### src/rtl/ni_inject_queue.sv
// NI injection queue: buffers IP packets, tags each with its XY route direction at enqueue,
// and drops (counts) packets arriving while full. Optional statistics under NI_STATS_EN.
package ni_inject_queue_pkg;
    typedef struct packed {
        logic [31:0] data;
        logic [15:0] src;
        logic [15:0] dst;
        logic [31:0] timestamp;
        logic        valid;
    } packet_t;
endpackage

module ni_inject_queue
    import ni_inject_queue_pkg::*;
#(
    parameter int unsigned DEPTH = 4,
    parameter int unsigned CNT_W = 16
) (
    input  logic                       clk,
    input  logic                       rst,
    input  logic [7:0]                 X,
    input  logic [7:0]                 Y,
    input  packet_t                    pkt_in,
    input  logic                       valid_in,
    output logic                       ready_out,
    output packet_t                    pkt_out,
    output logic [2:0]                 dir_out,
    output logic                       valid_out,
    input  logic                       ready_in,
    output logic [CNT_W-1:0]           drop_cnt,
    output logic [$clog2(DEPTH):0]     occupancy,
    output logic [CNT_W-1:0]           accept_cnt,
    output logic [CNT_W-1:0]           fwd_cnt,
    output logic [$clog2(DEPTH):0]     max_occ
);
    localparam int unsigned AW = $clog2(DEPTH);
    localparam int unsigned OW = AW + 1;

    localparam logic [2:0] DIR_LOCAL = 3'd0;
    localparam logic [2:0] DIR_EAST  = 3'd1;
    localparam logic [2:0] DIR_WEST  = 3'd2;
    localparam logic [2:0] DIR_NORTH = 3'd3;
    localparam logic [2:0] DIR_SOUTH = 3'd4;

    logic [AW-1:0]    wr_ptr_q, rd_ptr_q;
    logic [OW-1:0]    occ_q, occ_d;
    logic [CNT_W-1:0] drop_q;
    packet_t          mem_q [DEPTH];
    logic [2:0]       dir_mem_q [DEPTH];

    logic       push, pop;
    logic [7:0] dx, dy;
    logic [2:0] dir_in;
    packet_t    pkt_wr;

    assign ready_out = (occ_q != OW'(DEPTH));
    assign valid_out = (occ_q != '0);
    assign push      = valid_in && ready_out;
    assign pop       = valid_out && ready_in;

    always_comb begin
        dx     = pkt_in.dst[15:8];
        dy     = pkt_in.dst[7:0];
        dir_in = DIR_LOCAL;
        if (dx > X)      dir_in = DIR_EAST;
        else if (dx < X) dir_in = DIR_WEST;
        else if (dy < Y) dir_in = DIR_NORTH;
        else if (dy > Y) dir_in = DIR_SOUTH;
    end

    always_comb begin
        pkt_wr       = pkt_in;
        pkt_wr.valid = 1'b1;
    end

    always_comb begin
        occ_d = occ_q;
        case ({push, pop})
            2'b10:   occ_d = occ_q + OW'(1);
            2'b01:   occ_d = occ_q - OW'(1);
            default: occ_d = occ_q;
        endcase
    end

    always_ff @(posedge clk) begin
        if (rst) begin
            wr_ptr_q <= '0;
            rd_ptr_q <= '0;
            occ_q    <= '0;
            drop_q   <= '0;
        end else begin
            occ_q <= occ_d;
            if (push) wr_ptr_q <= wr_ptr_q + AW'(1);
            if (pop)  rd_ptr_q <= rd_ptr_q + AW'(1);
            if (valid_in && !ready_out && (drop_q != '1)) drop_q <= drop_q + CNT_W'(1);
        end
    end

    // Storage is deliberately left out of reset; occupancy alone says what is live.
    always_ff @(posedge clk) begin
        if (push) begin
            mem_q[wr_ptr_q]     <= pkt_wr;
            dir_mem_q[wr_ptr_q] <= dir_in;
        end
    end

    // Gate the head with valid_out so an empty queue presents zeros, not stale storage.
    assign pkt_out   = valid_out ? mem_q[rd_ptr_q] : '0;
    assign dir_out   = valid_out ? dir_mem_q[rd_ptr_q] : DIR_LOCAL;
    assign drop_cnt  = drop_q;
    assign occupancy = occ_q;

`ifdef NI_STATS_EN
    logic [CNT_W-1:0] accept_q, fwd_q;
    logic [OW-1:0]    max_occ_q;

    always_ff @(posedge clk) begin
        if (rst) begin
            accept_q  <= '0;
            fwd_q     <= '0;
            max_occ_q <= '0;
        end else begin
            if (push && (accept_q != '1)) accept_q <= accept_q + CNT_W'(1);
            if (pop && (fwd_q != '1))     fwd_q    <= fwd_q + CNT_W'(1);
            if (occ_d > max_occ_q)        max_occ_q <= occ_d;
        end
    end

    assign accept_cnt = accept_q;
    assign fwd_cnt    = fwd_q;
    assign max_occ    = max_occ_q;
`else
    assign accept_cnt = '0;
    assign fwd_cnt    = '0;
    assign max_occ    = '0;
`endif

endmodule
### config.mk
export PLATFORM = sky130hd
export DESIGN_NAME = ni_inject_queue
export DESIGN_NICKNAME = d
export VERILOG_FILES = /design/src/rtl/ni_inject_queue.sv
export SDC_FILE = /design/constraint.sdc
export NUM_CORES = 1
export LEC_CHECK = 0
export ABC_AREA = 1
export CORE_ASPECT_RATIO = 1.25
export CORE_MARGIN = 2
export CORE_UTILIZATION = 50
export DETAILED_ROUTE_END_ITERATION = 12
export GPL_TIMING_DRIVEN = 0
export PLACE_DENSITY = 0.76
export SKIP_CTS_REPAIR_TIMING = 1
export SLEW_MARGIN = 20
export SYNTH_ARGS = -nofsm -noshare
export SYNTH_HDL_FRONTEND = slang
export SYNTH_SLANG_ARGS = --single-unit
### constraint.sdc
create_clock -name clk -period 16.73 [get_ports clk]
set_input_delay 2.5095 -clock clk [delete_from_list [all_inputs] [get_ports clk]]
set_output_delay 2.5095 -clock clk [all_outputs]
set_load 0.005 [all_outputs]
# After elaboration in Yosys (flattened, before gate mapping)
# Memory sizes are Yosys's and may differ from the RTL's. A register that Yosys moved wholly into a read port is not among the register bits.
# Index checks and enable logic that the tools add are counted.
[totals]
reg_bits = 23
mem_bits_rw = 396
output_inout_bits = 156
wordCells = 39
memories = 2
[op_classes]
n_addsub = 5
order_cmp = 4
eq_ne = 4
n_mux = 13
n_reduce_logical = 7
[memory_table]
columns = ["memory", "words", "word_bits", "read_ports", "rd_ports_with_merged_regs", "wr", "line", "rtl"]
rows = [
  ["mem_q", 4, 96, 1, 1, 1, "48", "packet_t mem_q [DEPTH];"],
  ["dir_mem_q", 4, 3, 1, 1, 1, "49", "logic [2:0] dir_mem_q [DEPTH];"],
]
[op_table]
columns = ["operator", "count"]
rows = [
  ["97-bit two-way mux", 1],
  ["16-bit by 1-bit adder with 16-bit output (second input constant)", 1],
  ["8-bit > comparator", 2],
  ["8-bit < comparator", 2],
  ["16-bit inequality test (second input constant)", 1],
  ["3-bit two-way mux", 5],
  ["2-bit two-way mux", 4],
  ["3-bit one-hot mux with 2 select lines", 1],
  ["2-bit by 1-bit adder with 2-bit output (second input constant)", 2],
  ["1-bit logical AND", 4],
  ["3-bit by 1-bit adder with 3-bit output (second input constant)", 1],
  ["3-bit inequality test (second input constant)", 1],
  ["3-bit nonzero test", 1],
  ["3-bit by 1-bit subtractor with 3-bit output (second input constant)", 1],
  ["2-bit by 1-bit equality test with 1-bit output (second input constant)", 1],
  ["2-bit equality test (second input constant)", 1],
  ["1-bit two-way mux", 2],
  ["2-bit nonzero test", 1],
  ["1-bit zero test", 1],
]

# Longest topological paths before layout
# Gate-level depths: netlist of run 1.
[logic_depth]
word_depth = 5
ltp_mapped = 10

# Least setup slack after synthesis of run 1
# Ideal clock, no wire load.
[synth_timing]
path_kind = "input to register"
from = "input valid_in"
to = "memory dir_mem_q[0][0] (enable)"
arrival_ns = 6.811
path_slack_ns = 9.361
cell_stages = 2
path_buffers = 0
cell_sequence = "nand2_1 -> nor2_1"
[synth_via]
elab_chain_cells = 3
[synth_rtl]
columns = ["item", "line", "rtl"]
rows = [
  ["start: declaration", "24", "input logic valid_in,"],
  ["1-bit logical AND", "58", "assign push = valid_in && ready_out;"],
  ["1-bit two-way mux", "101", "if (push) begin"],
  ["1-bit two-way mux (not written as such)", "103", "dir_mem_q[wr_ptr_q] <= dir_in;"],
  ["end: declaration", "49", ""],
]
# No other way between the ends.

==> results of run 1 <==
-- report_power, final --
part | switching (mW) | leakage (nW) | internal [mW] | total, mW
Sequential | 0.0254 | 3.84 | 1.26 | 1.28
Clock | 0.369 | 0.622 | 0.501 | 0.871
Combinational | 0.585 | 3.43 | 0.459 | 1.04
-- cells in the mapped netlist (6+ instances only) --
cell,instances
a21oi_1,121
buf_2,26
buf_4,41
clkbuf_1,28
clkbuf_2,12
dfxtp_1,25
edfxtp_1,396
ha_1,22
inv_1,48
nand2_1,55
nand2_2,6
nand3_1,14
nand4_1,7
nor2_1,439
o21ai_0,210
-- per-stage QoR --
step	util [%]	worst slack, ns	instances
after CTS	64.7	11.35	2312
after floorplan	-	9.36	1516
final	64.7	11.43	2312
after global routing	64.7	11.30	2312
after global placement	59.4	5.41	2220
after detailed placement	61.1	11.64	2241
-- layout by cell type (no fill, tap or decap), drive strengths merged, types with 22 or more instances in the layout --
| master | instances |
|---|---|
| ha | 22 |
| buf | 93 |
| inv | 54 |
| clkdlybuf4s50 | 236 |
| dfxtp | 25 |
| edfxtp | 396 |
| nand2 | 61 |
| a21oi | 121 |
| clkbuf | 91 |
| nor2 | 446 |
| o21ai | 214 |
| conb | 35 |
-- registers in the layout (all words and copies together), names as in the netlist, named ones only --
signal	cells
dir_mem_q	12
drop_cnt	16
mem_q	384
occupancy	3
rd_ptr_q	2
wr_ptr_q	2
-- metal layers --
metal / vias to the layer above / wire length [um] / GRT usage (%) / share of wire [%]
met5: - / 27 / 0 / 0.064
met4: 4 / 1040 / 8.08 / 2.4
met3: 79 / 3420 / 4.37 / 8.1
met2: 551 / 22100 / 41.0 / 52
met1: 5760 / 15800 / 28.1 / 37
li1: 5764 / - / - / -
-- area by class of cell --
type                    instances  area [um2]  area share (%)
flip-flops and latches        421       12400            55.8
clock inverters                20         181           0.816
repair buffers                257        2890            13.0
well taps                     468         586            2.64
inverters                      51         191           0.862
multi-input cells             932        4280            19.3
plain buffers                 112         622            2.80
clock buffers                  51        1070            4.83
-- how the worst max path moves through the flow --
stage	from	endpoint	slack (ns)	depth (start not counted)
6_report	flop	pkt_out[20]	11.43	7
5_1_grt	flop	pkt_out[34]	11.30	7
4_1_cts	flop	pkt_out[60]	11.35	7
3_5_place_dp	valid_in	mem_q[2][70]$_DFFE_PP_	11.64	7
3_3_place_gp	valid_in	mem_q[1][70]$_DFFE_PP_	5.41	3
2_1_floorplan	valid_in	dir_mem_q[0][0]$_DFFE_PP_	9.36	2
-- tightest hold or removal path: stages, from the launching register on --
cell and delay (ns):
dfxtp_1 0.30, inv_1 0.06, a21oi_1 0.07
-- logic make-up (layout without fill, tap and decap cells) --
| logic type | Yosys count | count (layout) |
|---|---|---|
| xor gates and xnor gates | 4 | 4 |
| AOI/OAI and AO/OA | 337 | 337 |
| other | 1 | 35 |
| buffers and inverters | 163 | 491 |
| DFF | 421 | 421 |
| and+or+nand+nor | 533 | 533 |
| adders and majority gates | 23 | 23 |
==> metrics.csv, run 1 <==
stage;metric;value;unit
status;status;finished, final reports clean;
placed_design;dpl_cell_area;0.0210;mm2
yosys;synthMuxAreaShare;0;%
setup_path;worst_r2r_path_depth;8;
detailed_routing;post_drt_via_cell_ratio;5.26;
floorplanning;ioPinCount;273;
detailed_routing;wl_per_cell;18.4;um
sta;whs;0.479;ns
setup_path;start_kind;flop;
cts;path_clk_slew;0.06;ns
yosys;ys_ff_latch;421;
yosys;synth_area;0.0173;mm2
floorplanning;dieHeight;212;um
setup_path;worstSetupPathType;reg2out;
yosys;synthDistinctLibCells;28;
min_path;hold_class;reg2reg;
power_and_ir_drop;ir_worst_vdd;0.0000838;V
global_routing;grt_first_pass_wirelength;63.4;mm
cts;clock_sinks;421;
yosys;synth_top_cell_by_area;edfxtp_1;
detailed_routing;drcViolationCount;0;
yosys;synth_flop_cell;edfxtp_1;
setup_path;slowest_stage;clkdlybuf4s50_1;
setup_path;rr_startpoint;occupancy[1]$_SDFFE_PP0P_;
setup_path;cp.required;14.22;ns
sta;clock_skew;0.0135;ns
sta;setup_viol;0;
run;cap_viol_max_count;0;
sta;min_period_over_period;31.7;%
global_routing;antenna_found_initial;2;
floorplanning;rows;76;
min_path;hold_end;rd_ptr_q[1]$_SDFFE_PP0P_;
yosys;synthXorXnorAreaFrac;0.202;%
setup_path;cp_slowest_stage_delay;0.54;ns
detailed_routing;drt_iter0_drc;1197;
yosys;synth_edf_count;396;
setup_path;worstPathArrival;2.79;ns
setup_path;r2r_slack;13.94;ns
yosys;ys_seq_area_share;71.5;%
detailed_routing;wl;42.4;mm
yosys;postSynth.asyncResetShare;0;%
setup_path;r2r_end;mem_q[2][70]$_DFFE_PP_;
cts;cts_root_buffer;clkbuf_16;
layout;fillers;2514;
power_and_ir_drop;p_total;3.20;mW
yosys;synthTopCellsByArea;edfxtp_1 69%, nor2_1 9.5%, o21ai_0 6.1%, a21oi_1 3.5%, dfxtp_1 2.9%;
yosys;synthSimpleGateAreaFrac;12.1;%
cts;htreeDepth;2;
yosys;synthCells;1482;
setup_path;end_kind;primary output;
cts;ctsLongestPathBuffers;3;
sta;rsz0062_at_grt;no;
global_routing;overflow;0;
setup_path;critPathMaxFanout;10;
setup_path;path_delay_family;buffers and inverters;
sta;worstMarginPinSlew;0.697;ns
detailed_routing;dr.pass1.iters;7;
sta;final_hold_viol_count;0;
power_and_ir_drop;p_leak;7.89;nW
global_routing;grtUsageTotal;23.1;%
yosys;synth-adder-area-share;1.70;%
setup_path;crit_path_frequent_cell;buf_4;
yosys;synth_top_area_share;68.6;%
global_routing;grt_max_degree;24;
floorplanning;dieArea;0.0362;mm2
yosys;synth_compound_area_share;9.82;%
yosys;yosysWarnings;0;
detailed_routing;via_count;12200;
floorplanning;start_util;50.5;%
global_routing;grt_pass1_vias;11700;
layout;layout.nets;1955;
placed_design;place_congestion;0.886;
min_path;holdPathStages;2;
floorplanning;die_w;171;um
layout;drive_gt1_share;9.65;%
power_and_ir_drop;power.density;144;mW/mm2
layout;syn2layout_area_growth;28.2;%
cts;cts_tree;yes;
sta;period_needed;5.30;ns
placed_design;port_buffers;236;
sta;slew_violations;0;
sta;slew_headroom;53.0;%
cts;clkLatencyLatePin;0.54;ns
floorplanning;coreArea;0.0343;mm2
yosys;synth_top_family_by_area;simple AND/OR/NAND/NOR gates;
sta;setup-tns-final;0;ns
yosys;syn_area_per_cell;11.7;um2
setup_path;path_cells;buf_4 -> inv_2 -> buf_4 -> clkbuf_2 -> o21ai_0 -> a21oi_1 -> clkdlybuf4s50_1;
setup_path;worstPathBufferInverterCount;5;
min_path;hold_start;rd_ptr_q[1]$_SDFFE_PP0P_;
cts;cts_made_buffers;40;
layout;final_area;0.0222;mm2
placed_design;dpl.hpwl;28.1;mm
sta;clock.fmax;189;MHz
layout;diodes;0;
detailed_routing;antenna_left;0;
Power figures use the tool's default switching activity.
==> run 2, diff against run 1 <==
Clock period 16.73 ns to 5.2 ns, I/O delays scaled along.
==> results of run 2 <==
Same layout as run 1 (identical final DEF). Status: finished, final reports clean.
Main changes from that run: setup slack after placement 11.64 ns -> 1.84 ns; setup slack after layout 11.43 ns -> 1.63 ns; register-to-register setup slack 13.94 ns -> 2.41 ns; total power 3.20 mW -> 10.3 mW; worst IR drop on VDD 0.0000838 V -> 0.000269 V
